===== config.mk =====
export PLATFORM = sky130hd
export DESIGN_NAME = audio_sample_pacer_flat
export DESIGN_NICKNAME = d
export VERILOG_FILES = /design/src/rtl/audio_sample_pacer_if.sv /design/src/rtl/audio_sample_pacer.sv /design/src/flat_wrapper.sv
export SDC_FILE = /design/constraint.sdc
export NUM_CORES = 1
export LEC_CHECK = 0
export ABC_AREA = 1
export CAP_MARGIN = 20
export CORE_MARGIN = 2
export CORE_UTILIZATION = 63
export CTS_CLUSTER_DIAMETER = 30
export DETAILED_ROUTE_END_ITERATION = 10
export DONT_BUFFER_PORTS = 1
export GPL_TIMING_DRIVEN = 1
export HOLD_SLACK_MARGIN = 0.06
export PLACE_DENSITY = 0.75
export SYNTH_ARGS = -nofsm -noshare
export SYNTH_HDL_FRONTEND = slang
export SYNTH_SLANG_ARGS = --single-unit

===== constraint.sdc =====
create_clock -name clk -period 4.56 [get_ports clk]
set_input_delay 0.912 -clock clk [delete_from_list [all_inputs] [get_ports clk]]
set_output_delay 0.912 -clock clk [all_outputs]
set_load 0.005 [all_outputs]

===== src/rtl/audio_sample_pacer_if.sv =====
// Producer-side stereo PCM handshake into the sample pacer.
//   in_valid : producer offers a left/right pair
//   in_ready : pacer FIFO can accept the pair this cycle
//   in_left  : signed 16-bit left sample
//   in_right : signed 16-bit right sample
interface audio_sample_pacer_if;
  logic               in_valid;
  logic               in_ready;
  logic signed [15:0] in_left;
  logic signed [15:0] in_right;

  modport master (output in_valid, output in_left, output in_right, input in_ready);
  modport slave  (input in_valid, input in_left, input in_right, output in_ready);
endinterface


===== src/rtl/audio_sample_pacer.sv =====
// Stereo sample FIFO plus fractional-rate pacer feeding the attenuator stage.
// One pair is released per output-rate tick; on an empty FIFO the last pair
// is held (or zeroed under mute) and an underflow strobe is raised.
//   clk, reset  : system clock, synchronous active-high reset
//   in_if       : valid/ready stereo input (slave side)
//   flush       : single-cycle discard of FIFO contents
//   mute        : released samples read as zero while high
//   out_left/out_right : registered signed outputs to the attenuator
//   sample_tick : pulse in the cycle the outputs take a new value
//   underflow   : pulse on a tick that found the FIFO empty
//   level       : FIFO occupancy, 0..DEPTH
module audio_sample_pacer #(
  parameter int unsigned CLK_HZ    = 30000000,
  parameter int unsigned SAMPLE_HZ = 44100,
  parameter int unsigned DEPTH     = 16
) (
  input  logic                     clk,
  input  logic                     reset,
  audio_sample_pacer_if.slave      in_if,
  input  logic                     flush,
  input  logic                     mute,
  output logic signed [15:0]       out_left,
  output logic signed [15:0]       out_right,
  output logic                     sample_tick,
  output logic                     underflow,
  output logic [$clog2(DEPTH):0]   level
);

  localparam int unsigned AW = $clog2(CLK_HZ) + 1;
  localparam int unsigned PW = $clog2(DEPTH);
  localparam int unsigned LW = PW + 1;

  logic [AW-1:0]      acc_q, acc_d, acc_n;
  logic               wrap_c;
  logic [PW-1:0]      wr_ptr_q, wr_ptr_d;
  logic [PW-1:0]      rd_ptr_q, rd_ptr_d;
  logic [LW-1:0]      level_q, level_d;
  logic signed [15:0] out_left_q, out_left_d;
  logic signed [15:0] out_right_q, out_right_d;
  logic               tick_q, tick_d;
  logic               underflow_q, underflow_d;
  logic               in_ready_c, push_c, pop_c;
  logic [31:0]        head_c;
  logic [31:0]        mem_q [DEPTH];

  // Fractional clock enable: acc stays below CLK_HZ, so acc + SAMPLE_HZ fits in AW bits.
  always_comb begin
    acc_n  = acc_q + AW'(SAMPLE_HZ);
    wrap_c = (acc_n >= AW'(CLK_HZ));
    acc_d  = wrap_c ? (acc_n - AW'(CLK_HZ)) : acc_n;
  end

  // Ready depends only on registered occupancy, never on a same-cycle pop.
  assign in_ready_c     = (level_q != LW'(DEPTH)) && !flush;
  assign in_if.in_ready = in_ready_c;
  assign push_c         = in_if.in_valid && in_ready_c;
  // A flush cycle looks empty to the pacer; a same-cycle push on empty is not poppable.
  assign pop_c          = wrap_c && (level_q != '0) && !flush;
  assign head_c         = mem_q[rd_ptr_q];

  // Pointer, occupancy and output-stage next state.
  always_comb begin
    wr_ptr_d    = wr_ptr_q;
    rd_ptr_d    = rd_ptr_q;
    level_d     = level_q;
    out_left_d  = out_left_q;
    out_right_d = out_right_q;
    tick_d      = wrap_c;
    underflow_d = wrap_c && !pop_c;

    if (flush) begin
      wr_ptr_d = '0;
      rd_ptr_d = '0;
      level_d  = '0;
    end else begin
      if (push_c) wr_ptr_d = wr_ptr_q + PW'(1);
      if (pop_c)  rd_ptr_d = rd_ptr_q + PW'(1);
      case ({push_c, pop_c})
        2'b10:   level_d = level_q + LW'(1);
        2'b01:   level_d = level_q - LW'(1);
        default: level_d = level_q;
      endcase
    end

    if (pop_c) begin
      out_left_d  = mute ? 16'sd0 : head_c[31:16];
      out_right_d = mute ? 16'sd0 : head_c[15:0];
    end else if (wrap_c && mute) begin
      out_left_d  = 16'sd0;
      out_right_d = 16'sd0;
    end
  end

  // State registers.
  always_ff @(posedge clk) begin
    if (reset) begin
      acc_q       <= '0;
      wr_ptr_q    <= '0;
      rd_ptr_q    <= '0;
      level_q     <= '0;
      out_left_q  <= '0;
      out_right_q <= '0;
      tick_q      <= 1'b0;
      underflow_q <= 1'b0;
    end else begin
      acc_q       <= acc_d;
      wr_ptr_q    <= wr_ptr_d;
      rd_ptr_q    <= rd_ptr_d;
      level_q     <= level_d;
      out_left_q  <= out_left_d;
      out_right_q <= out_right_d;
      tick_q      <= tick_d;
      underflow_q <= underflow_d;
    end
  end

  // Sample storage; contents are don't-care until written.
  always_ff @(posedge clk) begin
    if (push_c) mem_q[wr_ptr_q] <= {in_if.in_left, in_if.in_right};
  end

  assign out_left    = out_left_q;
  assign out_right   = out_right_q;
  assign sample_tick = tick_q;
  assign underflow   = underflow_q;
  assign level       = level_q;

endmodule


===== src/flat_wrapper.sv =====
// flat-port wrapper written by rule: the top's interface ports become plain ports
module audio_sample_pacer_flat 
#(
  parameter int unsigned CLK_HZ    = 30000000,
  parameter int unsigned SAMPLE_HZ = 44100,
  parameter int unsigned DEPTH     = 16
)
  (clk, reset, flush, mute, out_left, out_right, sample_tick, underflow, level, in_if_in_valid, in_if_in_left, in_if_in_right, in_if_in_ready);
  audio_sample_pacer_if in_if_i ();
  input  logic clk;
  input  logic reset;
  input  logic flush;
  input  logic mute;
  output logic signed [15:0] out_left;
  output logic signed [15:0] out_right;
  output logic sample_tick;
  output logic underflow;
  output logic [$clog2(DEPTH):0] level;
  input wire logic [$bits(in_if_i.in_valid)-1:0] in_if_in_valid;
  input wire logic [$bits(in_if_i.in_left)-1:0] in_if_in_left;
  input wire logic [$bits(in_if_i.in_right)-1:0] in_if_in_right;
  output wire logic [$bits(in_if_i.in_ready)-1:0] in_if_in_ready;
  assign in_if_i.in_valid = in_if_in_valid;
  assign in_if_i.in_left = in_if_in_left;
  assign in_if_i.in_right = in_if_in_right;
  assign in_if_in_ready = in_if_i.in_ready;
  audio_sample_pacer #(.CLK_HZ(CLK_HZ), .SAMPLE_HZ(SAMPLE_HZ), .DEPTH(DEPTH)) u_core (.clk(clk), .reset(reset), .in_if(in_if_i), .flush(flush), .mute(mute), .out_left(out_left), .out_right(out_right), .sample_tick(sample_tick), .underflow(underflow), .level(level));
endmodule

=== Word-level counts from Yosys, hierarchy flattened ===
Memories as Yosys holds them, arrays and structs flattened. A register that Yosys moved wholly into a read port is not among the register bits.
Index checks and enable logic that the tools add are counted.
W data, S select, Z words.

* Add/sub/neg operators: 6
* Order comparisons: 1
* Eq/ne operators: 3
* Multiplexer cells: 11
* Reductions and logical operators: 12

{| class="wikitable"
|+ Operators with widths
! cell !! count
|-
| $mux W16 || 5
|-
| $add A26 B16 Y26 const B || 1
|-
| $ge A26 B25 Y1 const B || 1
|-
| $mux W26 || 1
|-
| $sub A26 B25 Y26 const B || 1
|-
| $pmux W5 S2 || 1
|-
| $add A4 B1 Y4 const B || 2
|-
| $mux W4 || 2
|-
| $logic_and A1 B1 Y1 || 6
|-
| $add A5 B1 Y5 const B || 1
|-
| $ne A5 B5 Y1 const B || 1
|-
| $reduce_bool A5 Y1 || 1
|-
| $sub A5 B1 Y5 const B || 1
|-
| $reduce_bool A2 Y1 || 2
|-
| $eq A2 B1 Y1 const B || 1
|-
| $eq A2 B2 Y1 const B || 1
|-
| $logic_not A1 Y1 || 2
|-
| $mux W1 || 2
|-
| $reduce_or A2 Y1 || 1
|}

* Register bits after elaboration: 73
* Memory bits (writable): 512
* Input bits: 37
* Output and inout bits: 40
* Memories kept: 1

{| class="wikitable"
|+ Memory list
! name !! depth !! width !! rd ports !! clocked after Yosys merged registers in !! write ports !! RTL line !! text
|-
| u_core.mem_q || 16 || 32 || 1 || 1 || 1 || audio_sample_pacer.sv:44 || <nowiki>logic [31:0] mem_q [DEPTH];</nowiki>
|}

=== Depth between registers and ports, before layout ===
* Word-level depth: 6
* Depth in mapped cells: 29
* Mapped depth without buffers: 28

=== Worst setup path after synthesis ===
OpenSTA, ideal clock, no wires.

* Kind: reg2reg
* From: reg u_core.acc_q[2]
* To: reg u_core.level_q[4], in the netlist u_core.level[4]
* Setup time: 0.070 ns
* Data arrival time: 3.334 ns
* Required time: 4.490 ns
* Setup slack: 1.156 ns
* Cell stages (with the launch flop): 29
* Path buffers: 1
* Clock period less this slack: 3.404 ns
* Path through: dfxtp_1 > ha_1 > nand3_1 > nand2_1 > nand2_1 > nor2_1 > nand2_1 > nand2_1 > nand2_1 > nor2_4 > nand2_1 > nand2_1 > nand2_1 > nand2_1 > nand3_2 > buf_6 > nand2_2 > inv_1 > ha_1 > xor2_1 > ha_1 > inv_1 > nand2_1 > nand2_1 > o21ai_0 > o21ai_0 > a21oi_1 > o21ai_0 > a21oi_1

* Cells in the longest elaborated chain, start to end: 6
* Elaborated cells on any way between the ends: 8
* Classes of those cells: 1 x add/sub; 1 x order compare; 2 x eq/ne; 1 x mux; 3 x reduce/logical

{| class="wikitable"
|+ RTL lines
! item !! RTL line !! text
|-
| start: declaration || audio_sample_pacer.sv:33 || <nowiki>logic [AW-1:0] acc_q, acc_d, acc_n;</nowiki>
|-
| start signal: assignment || audio_sample_pacer.sv:97 || <nowiki>acc_q <= '0;</nowiki>
|-
| start signal: assignment || audio_sample_pacer.sv:106 || <nowiki>acc_q <= acc_d;</nowiki>
|-
| $add A26 B16 Y26 (*) || audio_sample_pacer.sv:48 || <nowiki>acc_n = acc_q + AW'(SAMPLE_HZ);</nowiki>
|-
| $ge A26 B25 Y1 (*) || audio_sample_pacer.sv:49 || <nowiki>wrap_c = (acc_n >= AW'(CLK_HZ));</nowiki>
|-
| $logic_and A1 B1 Y1 (*) (2 in a row) || audio_sample_pacer.sv:58 || <nowiki>assign pop_c = wrap_c && (level_q != '0) && !flush;</nowiki>
|-
| via u_core.pop_c || audio_sample_pacer.sv:42 || <nowiki>logic in_ready_c, push_c, pop_c;</nowiki>
|-
| $eq A2 B1 Y1 or $eq A2 B2 Y1 (tied branches) || audio_sample_pacer.sv:78 || <nowiki>case ({push_c, pop_c})</nowiki>
|-
| $pmux W5 S2 or $reduce_bool A2 Y1 (tied branches) || -- ||
|-
| end signal: assignment || audio_sample_pacer.sv:109 || <nowiki>level_q <= level_d;</nowiki>
|-
| end: declaration || audio_sample_pacer.sv:37 || <nowiki>logic [LW-1:0] level_q, level_d;</nowiki>
|}

Mark *: on every way through the listed nets, which the timed path passes. The rest lies on a longest branch.
A chain may end at the register's enable or synchronous reset.

=== Worst setup path after layout ===
Same ends and word-level chain as after synthesis.

==> results.md <==
* Status: finished, final reports clean
* Finished Core Util at 0.756
* Clock sink count at 587
* Half-perimeter wire length of the detailed placement result at 34.8 mm
* Critical path startpoint category: register
* Final setup violating endpoints at 0
* Clk Latency, worst-skew pair at around 0.66 ns
* Routed metal-1 wire length at 24.8 mm
* Final worst path period share at 0.904
* Grt ovf at 0
* Total via count after detailed routing at 16900
* Setup Total Neg Slack at 0 ns
* Io pins at 77
* Initial antenna violation count at 0
* Max incr delay on CP at 0.39 ns
* Clock tree from TritonCTS: yes
* Post-placement setup slack at 0.592 ns
* Floorplan core area at 38800 um2
* Wire length on met3 at approximately 5.7 mm
* Die span in y at 203 um
* #FFs+latches synth at 587
* Reg2reg path depth at 24
* First-pass GRT wire length at 94.2 mm
* Nature of the critical path endpoint: register
* Peak ir drop on the vdd network at 0.410 mV
* Number of maximum-capacitance violations at 0
* Sum of internal, switching and leakage power at 14400 uW
* Hold-critical path depth at 1
* Number of enable flip-flop cells after synthesis at 512
* Synthesized area divided by synthesized cell count at 11.6 um2
* Data arrival time of the critical path at ~4.7 ns
* Static power due to leakage at roughly 0.01 uW
* Count of unique library cells instantiated by Yosys at slightly above 40
* Sequential area share after synthesis at 0.678
* Crit Path Category: register to register
* Ordered cell list for the critical path: ha_1, nand3_1, o21ai_1, nand2_1, nand2_2, nand3_1, nand2_1, nand3_1, nor2_2, nand3_1, nand3_2, nand2_2, inv_1, ha_1, xor2_1, ha_1, inv_1, nand2_1, nand2_1, o21ai_1, o21ai_0, a21oi_1, o21ai_0, a21oi_1
* Number of slew-limit violations in the final report at 0
* CP bufs+invs at 2
* Final Skew at 0.0325 ns
* Fin nets at between 2000 and 2500
* Total wire length at 61.6 mm
* Max clock buf depth at 3
* Highest routing layer actually used: met4
* Number of instances in the placed design at 2585
* Maximum number of pins on one net before global-route repair at 139
* Commonest register cell after synthesis: sky130_fd_sc_hd__edfxtp_1
* Number of DRC violations after detailed routing at 0
* Fraction of registers with async set/reset at 0
* Finished Layout Cells at 2788
* Global router's overall resource usage at 0.303
* Achievable frequency at about 240 MHz
* Max-slew headroom at 0.360
* Netlist area before placement at about 25000 um2
* HP Class: input port to register
* Detailed-route vias per instance at roughly 6.1
* Antenna cell count at 0
* Number of DRC violations after detailed-routing iteration 0 at 1837
* Cell class contributing the biggest share of worst-path delay: simple AND/OR/NAND/NOR gates
* Unrepaired setup endpoints after global routing: no
* Slowest library cell on the worst path: sky130_fd_sc_hd__dfxtp_1
* Post-CTS sizing at 0
* Yosys warnings at 0
* Power per cell area at roughly 500 nW/um2
* Depth of the CTS H-tree at 3
* CTS clk-pin slew, worst paths at 0.05 ns
* Number of global-route vias before repair at around 16000
* CTS Hold Bufs at 0
* Period minus WS final at 4.12 ns
* Starting density of the core at 0.641
* Area added between synthesis and finish at 18.0%
* Ratio of cells with drive above 1 in the final layout at 0.122
* Final Hold Violating Endpoints at 0
* Crit path max fanout at 6
* Transition time of the tightest slew-check pin at around 0.95 ns
* Detailed-route wire length per cell at approximately 22 um
* Met2 Routed Length at 29.6 mm
* Synth Net Count at 2190
* Number of search-and-repair iterations in the first detailed-routing pass at 6
* Required time at the endpoint of the critical path at approximately 5 ns
* Cells after Synth at ~2100
* Quantity of I/O buffers inserted on ports at 0
* Post-route ant nets at 0
* Routability congestion estimate at 0.918
* Post-CTS repair timing setup buffer count at 0
* Depth of the critical timing path with buffers and inverters included at 24
* Number of rows in the core area at 72
* Clk root buf: sky130_fd_sc_hd__clkbuf_16
* Num CTS Buffers at 108
* Post-route worst setup slack at 0.438 ns
* Horizontal extent of the die at roughly 200 um
* Floorplan die area at 41100 um2
## metal layers
layer  track usage  vias to the layer above
li1              -                     7744
met1         0.407                     8260
met2         0.491                      828
met3        0.0719                      106
met4         0.103                        0
met5             0                        -
## cells in the final DEF, fill, tap and decap left out, types with 22 or more instances in the layout
cell                        instances
sky130_fd_sc_hd__o211ai_1          86
sky130_fd_sc_hd__inv_1            197
sky130_fd_sc_hd__o21ai_0          221
sky130_fd_sc_hd__buf_4             33
sky130_fd_sc_hd__nand3_1           96
sky130_fd_sc_hd__nand2_1          256
sky130_fd_sc_hd__nor2_1           148
sky130_fd_sc_hd__clkbuf_16        110
sky130_fd_sc_hd__clkinv_2          22
sky130_fd_sc_hd__a21oi_1          187
sky130_fd_sc_hd__a31oi_1           32
sky130_fd_sc_hd__dfxtp_1           71
sky130_fd_sc_hd__mux2i_1          118
sky130_fd_sc_hd__edfxtp_1         512
## cell type report
type	instances	area (um2)
multi-input combinational	1230	6810
clock inverter	78	967
timing repair buffer	42	428
fill	2330	9470
clock buffer	125	2840
tap	518	648
sequential	587	16900
inverter	208	782
## worst paths after layout
path	end	startpoint	slack, ns
hold reg to reg	u_core.out_left[7]	u_core.out_left[7]	0.47
hold / removal	u_core.out_right[1]	reset	0.35
setup / recovery	u_core.level[4]	u_core.acc_q[2]	0.44
setup reg to reg	u_core.level[4]	u_core.acc_q[2]	0.44
## sequential cells by signal, indices dropped and copies added (netlist names), named ones only
signal / cells
u_core.level: 5
u_core.mem_q: 512
u_core.out_right: 16
u_core.rd_ptr_q: 4
u_core.acc_q: 24
u_core.underflow: 1
u_core.out_left: 16
u_core.sample_tick: 1
u_core.wr_ptr_q: 4
## where the power goes
group,switching (uW),leakage (uW),internal [uW]
combinational,185,0.00313,70.2
sequential,28.9,0.00522,5880
clock,2750,0.00184,5440
total,2960,0.0102,11400
## metrics by stage
stage	hold WS [ns]	area, um2
6_report	0.345	29400
5_1_grt	0.320	29400
4_1_cts	0.324	29400
3_5_place_dp	0.457	25600
3_3_place_gp	0.447	25600
2_1_floorplan	0.433	24900
## cells in the mapped netlist (2+ instances only)
master                     count  area [um2]
sky130_fd_sc_hd__nand3_2       3        30.0
sky130_fd_sc_hd__nor2_1      164         616
sky130_fd_sc_hd__a21oi_1     187         936
sky130_fd_sc_hd__buf_2        24         120
sky130_fd_sc_hd__inv_2        10        37.5
sky130_fd_sc_hd__buf_1        14        52.6
sky130_fd_sc_hd__nor3_1        2        10.0
sky130_fd_sc_hd__clkbuf_1     71         267
sky130_fd_sc_hd__nand4_1       7        43.8
sky130_fd_sc_hd__dfxtp_1      75        1500
sky130_fd_sc_hd__o21ai_0     222        1110
sky130_fd_sc_hd__buf_6         6        67.6
sky130_fd_sc_hd__nand2_2       8        50.1
sky130_fd_sc_hd__ha_1         11         138
sky130_fd_sc_hd__o21ai_1      10        50.1
sky130_fd_sc_hd__mux2i_1     118        1180
sky130_fd_sc_hd__nand2_1     256         961
sky130_fd_sc_hd__nor2_4        2        22.5
sky130_fd_sc_hd__edfxtp_1    512       15400
sky130_fd_sc_hd__inv_1       197         739
sky130_fd_sc_hd__xnor2_1       2        17.5
sky130_fd_sc_hd__o211ai_1     86         646
sky130_fd_sc_hd__nor2_2        5        31.3
sky130_fd_sc_hd__xor2_1        7        61.3
sky130_fd_sc_hd__a31oi_1      32         200
sky130_fd_sc_hd__nand3_1      96         480
## logic make-up after synthesis
family / synth area share
AOI/OAI and AO/OA: 0.120
xor gates and xnor gates: 0.00382
adders and majority gates: 0.00553
buffers and inverters: 0.0527
DFF: 0.678
muxes: 0.0475
and+or+nand+nor: 0.0917
Note: power is estimated with default switching activity, not from simulation.
